<file path="src/rtl/dual_issue_ctrl_pkg.sv">
// Shared types and encodings for the dual-issue stage: issue modes, the
// per-instruction decode record and the MIPS opcode/funct values it needs.
package dual_issue_ctrl_pkg;

    // Pop width reported back to the instruction buffer.
    typedef enum logic {
        SingleIssue = 1'b0,
        DualIssue   = 1'b1
    } issue_mode_e;

    // Internal per-cycle decision of the issue stage.
    typedef enum logic [1:0] {
        DecNone   = 2'd0,
        DecSingle = 2'd1,
        DecDual   = 2'd2
    } issue_dec_e;

    // Primary opcodes
    localparam logic [5:0] OP_SPECIAL = 6'b000000;
    localparam logic [5:0] OP_REGIMM  = 6'b000001;
    localparam logic [5:0] OP_J       = 6'b000010;
    localparam logic [5:0] OP_JAL     = 6'b000011;
    localparam logic [5:0] OP_BEQ     = 6'b000100;
    localparam logic [5:0] OP_BNE     = 6'b000101;
    localparam logic [5:0] OP_BLEZ    = 6'b000110;
    localparam logic [5:0] OP_BGTZ    = 6'b000111;
    localparam logic [5:0] OP_COP0    = 6'b010000;

    // SPECIAL funct codes
    localparam logic [5:0] FN_JR      = 6'b001000;
    localparam logic [5:0] FN_JALR    = 6'b001001;
    localparam logic [5:0] FN_SYSCALL = 6'b001100;
    localparam logic [5:0] FN_BREAK   = 6'b001101;

    // Opcode groups (opcode[5:3])
    localparam logic [2:0] GRP_ALU_IMM = 3'b001;
    localparam logic [2:0] GRP_LOAD    = 3'b100;
    localparam logic [2:0] GRP_STORE   = 3'b101;

    localparam logic [4:0] REG_ZERO = 5'd0;
    localparam logic [4:0] REG_RA   = 5'd31;

    // Register usage and class of a single instruction. A source or
    // destination field of zero means "none" since $0 never hazards.
    typedef struct packed {
        logic [4:0] dst;
        logic [4:0] src1;
        logic [4:0] src2;
        logic       is_branch;
        logic       is_mem;
        logic       is_muldiv;
        logic       is_priv;
    } dec_info_t;

    // Loads are the only producers whose result is late enough to stall.
    function automatic logic is_load(input logic [31:0] inst);
        return inst[31:29] == GRP_LOAD;
    endfunction

endpackage

</file>
<file path="src/rtl/dual_issue_ctrl_decode.sv">
// Lightweight pre-decode of one instruction: classifies it and extracts the
// register numbers the issue checks care about. Purely combinational.
module dual_issue_ctrl_decode
    import dual_issue_ctrl_pkg::*;
(
    input  logic [31:0] inst_i,
    output dec_info_t   info_o
);

    logic [5:0] op;
    logic [5:0] fn;
    logic [4:0] rs;
    logic [4:0] rt;
    logic [4:0] rd;
    logic       is_special;

    assign op         = inst_i[31:26];
    assign rs         = inst_i[25:21];
    assign rt         = inst_i[20:16];
    assign rd         = inst_i[15:11];
    assign fn         = inst_i[5:0];
    assign is_special = (op == OP_SPECIAL);

    // Class flags plus destination/source extraction for the hazard checks.
    always_comb begin
        info_o = '0;

        info_o.is_branch = (op inside {OP_REGIMM, OP_J, OP_JAL, OP_BEQ,
                                       OP_BNE, OP_BLEZ, OP_BGTZ})
                         || (is_special && (fn inside {FN_JR, FN_JALR}));

        info_o.is_mem    = (op[5:4] == 2'b10);

        info_o.is_muldiv = is_special
                         && ((fn[5:2] == 4'b0100) || (fn[5:2] == 4'b0110));

        info_o.is_priv   = (op == OP_COP0)
                         || (is_special && (fn inside {FN_SYSCALL, FN_BREAK}));

        if (is_special) begin
            info_o.dst = rd;
        end else if ((op[5:3] == GRP_ALU_IMM) || (op[5:3] == GRP_LOAD)) begin
            info_o.dst = rt;
        end else if (op == OP_JAL) begin
            info_o.dst = REG_RA;
        end else begin
            info_o.dst = REG_ZERO;
        end

        info_o.src1 = rs;
        if (is_special || (op == OP_BEQ) || (op == OP_BNE)
            || (op[5:3] == GRP_STORE)) begin
            info_o.src2 = rt;
        end else begin
            info_o.src2 = REG_ZERO;
        end
    end

endmodule

</file>
<file path="src/rtl/dual_issue_ctrl.sv">
// Issue stage behind the instruction buffer. Chooses dual, single or no issue
// for the head pair, tells the buffer how many to pop, and registers the
// chosen instructions into the two ID lanes. Keeps per-mode issue counters.
module dual_issue_ctrl
    import dual_issue_ctrl_pkg::*;
#(
    parameter int CNT_W = 32
) (
    input  logic             clk,
    input  logic             rst,
    input  logic             flush,
    input  logic             stall_i,
    input  logic [31:0]      inst1_i,
    input  logic [31:0]      inst2_i,
    input  logic [31:0]      pc1_i,
    input  logic [31:0]      pc2_i,
    input  logic             valid1_i,
    input  logic             valid2_i,
    output logic             issue_o,
    output logic             issue_mode_o,
    output logic [31:0]      lane1_inst_o,
    output logic [31:0]      lane2_inst_o,
    output logic [31:0]      lane1_pc_o,
    output logic [31:0]      lane2_pc_o,
    output logic             lane1_valid_o,
    output logic             lane2_valid_o,
    output logic [CNT_W-1:0] dual_cnt_o,
    output logic [CNT_W-1:0] single_cnt_o,
    output logic [CNT_W-1:0] bubble_cnt_o
);

    dec_info_t info1;
    dec_info_t info2;

    dual_issue_ctrl_decode u_dec1 (
        .inst_i (inst1_i),
        .info_o (info1)
    );

    dual_issue_ctrl_decode u_dec2 (
        .inst_i (inst2_i),
        .info_o (info2)
    );

    // Destination of a load issued last cycle (0 = none pending).
    logic [4:0]       load_dst_q, load_dst_d;

    logic [31:0]      lane1_inst_q, lane1_inst_d;
    logic [31:0]      lane2_inst_q, lane2_inst_d;
    logic [31:0]      lane1_pc_q,   lane1_pc_d;
    logic [31:0]      lane2_pc_q,   lane2_pc_d;
    logic             lane1_valid_q, lane1_valid_d;
    logic             lane2_valid_q, lane2_valid_d;
    logic [CNT_W-1:0] dual_cnt_q,   dual_cnt_d;
    logic [CNT_W-1:0] single_cnt_q, single_cnt_d;
    logic [CNT_W-1:0] bubble_cnt_q, bubble_cnt_d;

    logic       active;
    logic       ld_use1;
    logic       ld_use2;
    logic       raw_12;
    logic       struct_12;
    issue_dec_e dec;

    assign active = !rst && !flush && !stall_i;

    // Hazard terms: load-use against the pending load, and intra-pair RAW.
    always_comb begin
        ld_use1   = (load_dst_q != REG_ZERO)
                  && ((info1.src1 == load_dst_q) || (info1.src2 == load_dst_q));
        ld_use2   = (load_dst_q != REG_ZERO)
                  && ((info2.src1 == load_dst_q) || (info2.src2 == load_dst_q));
        raw_12    = (info1.dst != REG_ZERO)
                  && ((info2.src1 == info1.dst) || (info2.src2 == info1.dst));
        struct_12 = (info1.is_mem && info2.is_mem)
                  || (info1.is_muldiv && info2.is_muldiv);
    end

    // Issue decision in priority order. A branch always takes its delay slot
    // along with it; the slot bypasses the pair checks since EX forwards the
    // link value.
    always_comb begin
        dec = DecNone;
        if (!valid1_i) begin
            dec = DecNone;
        end else if (ld_use1) begin
            dec = DecNone;
        end else if (info1.is_branch) begin
            dec = valid2_i ? DecDual : DecNone;
        end else if (info1.is_priv || info2.is_priv || info2.is_branch
                     || !valid2_i) begin
            dec = DecSingle;
        end else if (raw_12 || struct_12 || ld_use2) begin
            dec = DecSingle;
        end else begin
            dec = DecDual;
        end
    end

    assign issue_o      = active && (dec != DecNone);
    assign issue_mode_o = (active && (dec == DecDual)) ? DualIssue : SingleIssue;

    // Next-state for lanes, pending-load tracker and perf counters.
    always_comb begin
        lane1_inst_d  = lane1_inst_q;
        lane2_inst_d  = lane2_inst_q;
        lane1_pc_d    = lane1_pc_q;
        lane2_pc_d    = lane2_pc_q;
        lane1_valid_d = lane1_valid_q;
        lane2_valid_d = lane2_valid_q;
        load_dst_d    = load_dst_q;
        dual_cnt_d    = dual_cnt_q;
        single_cnt_d  = single_cnt_q;
        bubble_cnt_d  = bubble_cnt_q;

        if (!stall_i) begin
            lane1_valid_d = (dec != DecNone);
            lane2_valid_d = (dec == DecDual);
            load_dst_d    = REG_ZERO;

            if (dec != DecNone) begin
                lane1_inst_d = inst1_i;
                lane1_pc_d   = pc1_i;
                if (is_load(inst1_i)) begin
                    load_dst_d = info1.dst;
                end
            end

            if (dec == DecDual) begin
                lane2_inst_d = inst2_i;
                lane2_pc_d   = pc2_i;
                if (is_load(inst2_i)) begin
                    load_dst_d = info2.dst;
                end
            end

            if (valid1_i) begin
                unique case (dec)
                    DecDual:   dual_cnt_d   = dual_cnt_q   + CNT_W'(1);
                    DecSingle: single_cnt_d = single_cnt_q + CNT_W'(1);
                    default:   bubble_cnt_d = bubble_cnt_q + CNT_W'(1);
                endcase
            end
        end
    end

    // State update: reset clears everything, flush clears lanes and the
    // pending load but keeps the counters, stall is folded into _d.
    always_ff @(posedge clk) begin
        if (rst) begin
            lane1_inst_q  <= '0;
            lane2_inst_q  <= '0;
            lane1_pc_q    <= '0;
            lane2_pc_q    <= '0;
            lane1_valid_q <= 1'b0;
            lane2_valid_q <= 1'b0;
            load_dst_q    <= REG_ZERO;
            dual_cnt_q    <= '0;
            single_cnt_q  <= '0;
            bubble_cnt_q  <= '0;
        end else if (flush) begin
            lane1_inst_q  <= '0;
            lane2_inst_q  <= '0;
            lane1_pc_q    <= '0;
            lane2_pc_q    <= '0;
            lane1_valid_q <= 1'b0;
            lane2_valid_q <= 1'b0;
            load_dst_q    <= REG_ZERO;
        end else begin
            lane1_inst_q  <= lane1_inst_d;
            lane2_inst_q  <= lane2_inst_d;
            lane1_pc_q    <= lane1_pc_d;
            lane2_pc_q    <= lane2_pc_d;
            lane1_valid_q <= lane1_valid_d;
            lane2_valid_q <= lane2_valid_d;
            load_dst_q    <= load_dst_d;
            dual_cnt_q    <= dual_cnt_d;
            single_cnt_q  <= single_cnt_d;
            bubble_cnt_q  <= bubble_cnt_d;
        end
    end

    assign lane1_inst_o  = lane1_inst_q;
    assign lane2_inst_o  = lane2_inst_q;
    assign lane1_pc_o    = lane1_pc_q;
    assign lane2_pc_o    = lane2_pc_q;
    assign lane1_valid_o = lane1_valid_q;
    assign lane2_valid_o = lane2_valid_q;
    assign dual_cnt_o    = dual_cnt_q;
    assign single_cnt_o  = single_cnt_q;
    assign bubble_cnt_o  = bubble_cnt_q;

endmodule

</file>
<file path="config.mk">
export PLATFORM = sky130hd
export DESIGN_NAME = dual_issue_ctrl
export DESIGN_NICKNAME = d
export VERILOG_FILES = /design/src/rtl/dual_issue_ctrl_pkg.sv /design/src/rtl/dual_issue_ctrl_decode.sv /design/src/rtl/dual_issue_ctrl.sv
export SDC_FILE = /design/constraint.sdc
export NUM_CORES = 1
export LEC_CHECK = 0
export ABC_AREA = 1
export CAP_MARGIN = 40
export CORE_MARGIN = 2
export CORE_UTILIZATION = 50
export DETAILED_ROUTE_END_ITERATION = 10
export GPL_TIMING_DRIVEN = 1
export PLACE_DENSITY = 0.85
export SYNTH_ARGS = -nofsm -noshare
export SYNTH_HDL_FRONTEND = slang
export SYNTH_HIERARCHICAL = 1
export SYNTH_SLANG_ARGS = --single-unit
</file>
<file path="constraint.sdc">
create_clock -name clk -period 8 [get_ports clk]
set_input_delay 2 -clock clk [delete_from_list [all_inputs] [get_ports clk]]
set_output_delay 2 -clock clk [all_outputs]
set_load 0.01 [all_outputs]
</file>
==> flow_summary_export.csv, run 1 <==
group,metric,value,unit
synthesis,yosysSeqAreaShare,39.7,%
floorplanning,io_pins,362,
sta,hold_viol,0,
run_status,status,"completed",
routing,firstDrtPassIters,6,
synthesis,synth_fp_nets,1844,
power_and_ir_drop,power.density,168,nW/um^2
floorplanning,core_area,22700,um^2
synthesis,netlist_top_cells_area,"dfxtp_1 (40%), nor2_1 (10%), nand2_1 (8.9%)",
synthesis,synth.distinct_cells,46,
power_and_ir_drop,clockPowerShare,44.0,%
clock_tree,clock-sinks,231,
clock_tree,cts_buffers,26,
placement,dpl.hpwl,26.7,mm
synthesis,postSynthCellCount,1705,
placement,io_buffers,361,
clock_tree,cts_resized,0,
power_and_ir_drop,ir_worst_vdd,0.161,mV
setup_path,crit_path_end_kind,"output port",
global_routing,antenna_found_initial,4,
setup_path,worstSetupPathType,"in -> out",
sta,finalCritPeriodShare,89.4,%
setup_path,worst_ep_required_time,6.00,ns
routing,routed_wl,36.2,mm
finish,stdcell_count,2327,
sta,max_clock_freq,140,MHz
synthesis,async_reset_ff_share,0,%
routing,via_per_inst,5.17,
sta,setup_violations,0,
synthesis,ys_seq_elements,231,
routing,drcViolationCount,0,
setup_path,cp-start-kind,"primary input",
global_routing,grt_start_max_net_pins,75,
placement,gp_congestion,0.964,
sta,slew_violations,0,
global_routing,grt_overflow,0,
finish,drive_gt1_share,6.18,%
clock_tree,postCtsSetupBuffers,0,
finish,mostFrequentLayoutCells,"clkdlybuf4s50_1 (360), nor2_1 (308), nand2_1 (276)",
clock_tree,cts_buffer_depth,3,
finish,final_common_cell,"clkdlybuf4s50_1",
synthesis,syn_area_per_cell,6.82,um^2
floorplanning,initial_core_util,51.2,%
hold_path,hp-class,"reg -> reg",
routing,ant_nets,0,
clock_tree,cts_root_buf,"clkbuf_16",
synthesis,ys.flop_type,"dfxtp_1",
global_routing,grt_pass1_wl,57.8,mm
power_and_ir_drop,internal_power,2.05,mW
setup_path,cp_max_fo,34,
floorplanning,rows,55,
global_routing,track_usage,28.9,%
synthesis,ys.warnings.count,6,
sta,tightestPinTransition,0.821,ns
synthesis,synth_largest_area_cell,"dfxtp_1",
finish,fillers,1817,
finish,fin_nets,2159,
sta,fin_skew,0.0107,ns
power_and_ir_drop,swShare,24.6,%
synthesis,synth_top_area_share,39.7,%
clock_tree,cts_tree,"yes",
sta,period_needed,7.15,ns
finish,final_cell_area,16100,um^2
clock_tree,htreeDepth,1,
sta,fin_tns_setup,0,ns
sta,slew_headroom,44.8,%
synthesis,synth_area,11600,um^2
global_routing,first_global_vias,11400,
finish,synthToLayoutAreaGrowth,38.7,%
routing,vias,12000,
clock_tree,clkLatencyLatePin,0.53,ns
power_and_ir_drop,p_seq_share,43.7,%
placement,place_area,15300,um^2
power_and_ir_drop,p_leak,6.48,nW
routing,drt-initial-drc-count,782,
clock_tree,clk_pin_slew,0.06,ns
synthesis,synth-edff-count,0,
placement,numPlacedInstances,2277,
power_and_ir_drop,p_comb_share,12.3,%
clock_tree,postCtsHoldBufs,0,
setup_path,arrival,5.15,ns
routing,avgRoutedWirePerCell,15.5,um
power_and_ir_drop,p_switching,667,uW
finish,postLayoutCoreUtil,71.1,%
floorplanning,die_w,157,um
run,drv_cap,0,
floorplanning,die_h,157,um
sta,rsz0062_at_grt,"false",
floorplanning,dieArea,24500,um^2
-- through the flow --
stage	hold slack [ns]	power, mW	setup slack, ns
finish	0.469	2.71	0.850
global placement	0.442	1.53	0.918
floorplan	0.481	1.39	1.75
detailed placement	0.460	1.54	0.875
global route	0.490	2.81	0.536
CTS	0.472	2.73	0.852
-- critical path, stage by stage --
cell and delay (ns):
clkdlybuf4s50_1 0.64, nor2_4 0.09, nand3_2 0.12, clkinv_2 0.10, nand2_1 0.08, nand3_1 0.19
inv_1 0.13, nand2_1 0.06, nand2_1 0.06, nor2_1 0.04, nand3_1 0.07, nand2_1 0.06
nand2_1 0.06, nand3_1 0.09, nand2_1 0.09, nand2_2 0.08, nand2_4 0.28, nand2_1 0.26
inv_1 0.11, clkdlybuf4s50_1 0.53
-- Yosys cell counts, types with 11 or more instances --
cell,instances
buf_4,21
nor4_1,11
nor2_1,309
nand4_1,33
nand3_1,129
inv_1,217
nand3_2,18
xnor2_1,17
xor2_1,22
clkbuf_1,43
o21ai_0,104
a21oi_1,120
nor3_1,44
nand2_1,276
nor2_4,14
dfxtp_1,231
-- registers in the layout, indices dropped and copies added, names as in the netlist --
name / cells
lane1_valid_o: 1
lane2_inst_o: 32
lane1_inst_o: 32
single_cnt_o: 32
bubble_cnt_o: 32
lane2_valid_o: 1
dual_cnt_o: 32
load_dst_q: 5
lane1_pc_o: 32
lane2_pc_o: 32
-- cells by family (layout without fill, tap and decap cells) --
kind of cell | Yosys count | count (layout) | synth area share, %
AO/OA/AOI/OAI | 244 | 244 | 10.9
XOR/XNOR | 39 | 39 | 2.94
adder cells (fa/ha/maj) | 5 | 5 | 0.538
buffers and inverters | 313 | 647 | 11.3
flip-flops | 231 | 231 | 39.7
other | 0 | 3 | 0
AND/OR/NAND/NOR | 873 | 873 | 34.6
-- final cells by class --
type                            count  area [um^2]  share of cell area [%]
Antenna cell                        3         7.51                  0.0465
Clock buffer                       40          805                    4.99
Clock inverter                      7         62.6                   0.388
Inverter                          229          865                    5.36
Multi-Input combinational cell   1161         5710                    35.4
Sequential cell                   231         4620                    28.7
Tap cell                          285          357                    2.21
Timing Repair Buffer              371         3710                    23.0
-- power by group through the flow --
stage                     clock network (mW)  logic (mW)  registers, mW
after floorplan                            0       0.170           1.22
after global placement                     0       0.325           1.21
after detailed placement                   0       0.332           1.21
after CTS                               1.21       0.334           1.19
after global routing                    1.26       0.367           1.19
final                                   1.19       0.334           1.19
-- path summary, 6_finish.rpt --
| check | end | slack [ns] | start | cells after the start |
|---|---|---|---|---|
| worst max-delay path | issue_o | 0.85 | inst1_i[29] | 20 |
| worst min-delay path | dual_cnt_o[31] | 0.47 | dual_cnt_o[31] | 2 |
| worst max register to register | dual_cnt_o[27] | 4.15 | load_dst_q[1] | 21 |
| worst min register to register | dual_cnt_o[31] | 0.47 | dual_cnt_o[31] | 2 |
-- per-layer routing --
metal / part of all wire (%) / global-route usage, % / up-vias
met5: 0 / 0 / -
met4: 4.7 / 13.8 / 0
met3: 8.2 / 7.17 / 100
met2: 47 / 49.5 / 457
met1: 40 / 33.9 / 5406
li1: - / - / 6070
Note: power is estimated with default switching activity, not from simulation.
==> run 2, diff against run 1 <==
CTS_CLUSTER_SIZE = 40   (was default)
MAX_ROUTING_LAYER = met4   (was default)
clock period = 9 ns   (was 8 ns; I/O delays follow)
==> run 2 against run 1 <==
Against the previous run: sequential share of layout area is 0.091 points higher; register-to-register slack better by 1.0 ns; via count increased by 1.3%; largest cell class unchanged; highest routed layer unchanged.
==> flow_summary_export.csv, run 2 (synthesized netlist as in run 1, its figures left out) <==
group,metric,value,unit
run_status,status,"completed",
power_and_ir_drop,p_leak,6.46,nW
power_and_ir_drop,power.density,145,nW/um^2
power_and_ir_drop,swShare,25.0,%
placement,io_buffers,361,
global_routing,antenna_found_initial,5,
setup_path,cpMostUsedCell,"nand2_1",
sta,hold_viol,0,
setup_path,arrival,5.45,ns
setup_path,cp_max_fo,7,
clock_tree,htreeDepth,1,
routing,dr_wl_met2,17.5,mm
floorplanning,die_w,157,um
clock_tree,cts_buffers,25,
floorplanning,initial_core_util,51.2,%
global_routing,track_usage,30.1,%
routing,routed_wl,36.6,mm
routing,avgRoutedWirePerCell,15.7,um
routing,via_per_inst,5.24,
setup_path,crit_path_end_kind,"output port",
placement,numPlacedInstances,2279,
finish,final_common_cell,"clkdlybuf4s50_1",
placement,dp_slack,1.36,ns
power_and_ir_drop,internal_power,1.75,mW
floorplanning,dieArea,24500,um^2
clock_tree,postCtsHoldBufs,0,
clock_tree,cts_resized,0,
setup_path,path_cells,"clkdlybuf4s50_1 > nor2_4 > nand4_1 > nand3_1 > inv_1 > nand2_1 > nand2_1 > nor2_1 > nand3_1 > nand2_1 > nand2_1 > nand3_1 > nand2_1 > nand2_2 > inv_1 > ha_1 > inv_1 > nor2_4 > inv_2 > nor2_1 > clkdlybuf4s50_1",
sta,tightestPinTransition,0.814,ns
clock_tree,postCtsSetupBuffers,0,
power_and_ir_drop,ir_worst_vdd,0.155,mV
floorplanning,core_area,22700,um^2
routing,drcViolationCount,0,
run,drv_cap,0,
clock_tree,clk_pin_slew,0.06,ns
floorplanning,rows,55,
routing,drt-initial-drc-count,763,
power_and_ir_drop,power,2.33,mW
routing,firstDrtPassIters,7,
finish,stdcell_count,2325,
hold_path,min_from,"lane2_valid_o",
setup_path,r2r-end,"dual_cnt_o[21]",
sta,slew_headroom,45.2,%
routing,ant_nets,0,
power_and_ir_drop,p_comb_share,12.8,%
setup_path,startpoint,"inst1_i[29]",
power_and_ir_drop,p_seq_share,45.2,%
finish,drive_gt1_share,6.09,%
setup_path,reg2reg_slack,5.20,ns
sta,fin_tns_setup,0,ns
finish,synthToLayoutAreaGrowth,38.3,%
sta,setup_slack,1.30,ns
placement,gp_congestion,0.929,
setup_path,ff2ff_path_depth,20,
sta,fin_skew,0.0124,ns
sta,finalCritPeriodShare,85.6,%
setup_path,critPathMaxStageDelay,0.60,ns
setup_path,worst_ep_required_time,6.75,ns
sta,slew_violations,0,
clock_tree,cts_buffer_depth,3,
routing,met3WireLength,2.85,mm
routing,met1_length,14.7,mm
hold_path,hp-class,"reg -> reg",
finish,fin_nets,2160,
global_routing,grt_start_max_net_pins,83,
sta,rsz0062_at_grt,"false",
sta,max_clock_freq,130,MHz
finish,postLayoutCoreUtil,70.8,%
global_routing,grt_overflow,0,
sta,period_needed,7.70,ns
clock_tree,cts_tree,"yes",
setup_path,worstSetupPathType,"in -> out",
global_routing,grt_pass1_wl,58.4,mm
placement,dpl.hpwl,27.0,mm
power_and_ir_drop,p_switching,583,uW
floorplanning,die_h,157,um
clock_tree,cts_root_buf,"clkbuf_16",
finish,mostFrequentLayoutCells,"clkdlybuf4s50_1 (360), nor2_1 (308), nand2_1 (276)",
floorplanning,io_pins,362,
clock_tree,clkLatencyLatePin,0.53,ns
setup_path,cp-start-kind,"primary input",
clock_tree,clock-sinks,231,
setup_path,cp-endpoint,"issue_mode_o",
global_routing,first_global_vias,11600,
sta,setup_violations,0,
setup_path,reg2reg_from,"load_dst_q[2]",
power_and_ir_drop,clockPowerShare,42.0,%
routing,vias,12200,
setup_path,crit_slowest_cell,"clkdlybuf4s50_1",
routing,top_layer,"met4",
==> run 2: power by group through the flow <==
stage               logic (mW)  registers [mW]  clock network [mW]
floorplan                0.151            1.09                   0
global placement         0.290            1.08                   0
detailed placement       0.298            1.08                   0
CTS                      0.299            1.05                1.00
global route             0.328            1.06                1.04
finish                   0.299            1.05               0.981
==> run 2: layer usage <==
metal,GRT usage [%],vias to the layer above
li1,-,6068
met2,51.0,489
met4,12.8,0
met1,34.8,5527
met5,-,-
met3,5.98,102
==> run 2: area by class of cell <==
class / count / area [um^2]
flip-flops and latches: 231 / 4620
clock inverters: 5 / 31.3
repair buffers: 373 / 3740
clock buffers: 36 / 747
well taps: 285 / 357
multi-input cells: 1161 / 5710
fillers: 1860 / 6620
diodes: 5 / 12.5
inverters: 229 / 865
==> run 2: per-stage QoR <==
stage | hold slack (ns) | cell area [um^2]
6_report | 0.467 | 16100
5_1_grt | 0.499 | 16100
4_1_cts | 0.472 | 16100
3_5_place_dp | 0.459 | 15300
3_3_place_gp | 0.442 | 15200
2_1_floorplan | 0.481 | 11600
==> run 2: worst min path at each step <==
stage	end	slack (ns)	cells after the start
floorplan	lane2_valid_o	0.48	2
global placement	lane2_valid_o	0.44	2
detailed placement	lane1_valid_o	0.46	2
CTS	lane1_valid_o	0.47	2
global route	lane1_inst_o[7]	0.50	2
finish	lane2_valid_o	0.47	2
==> run 2: critical path, delay by kind of cell <==
kind | cells | cell delay, ns
simple gates | 14 | 1.60
fa+ha+maj | 1 | 0.19
buf+inv | 6 | 1.41
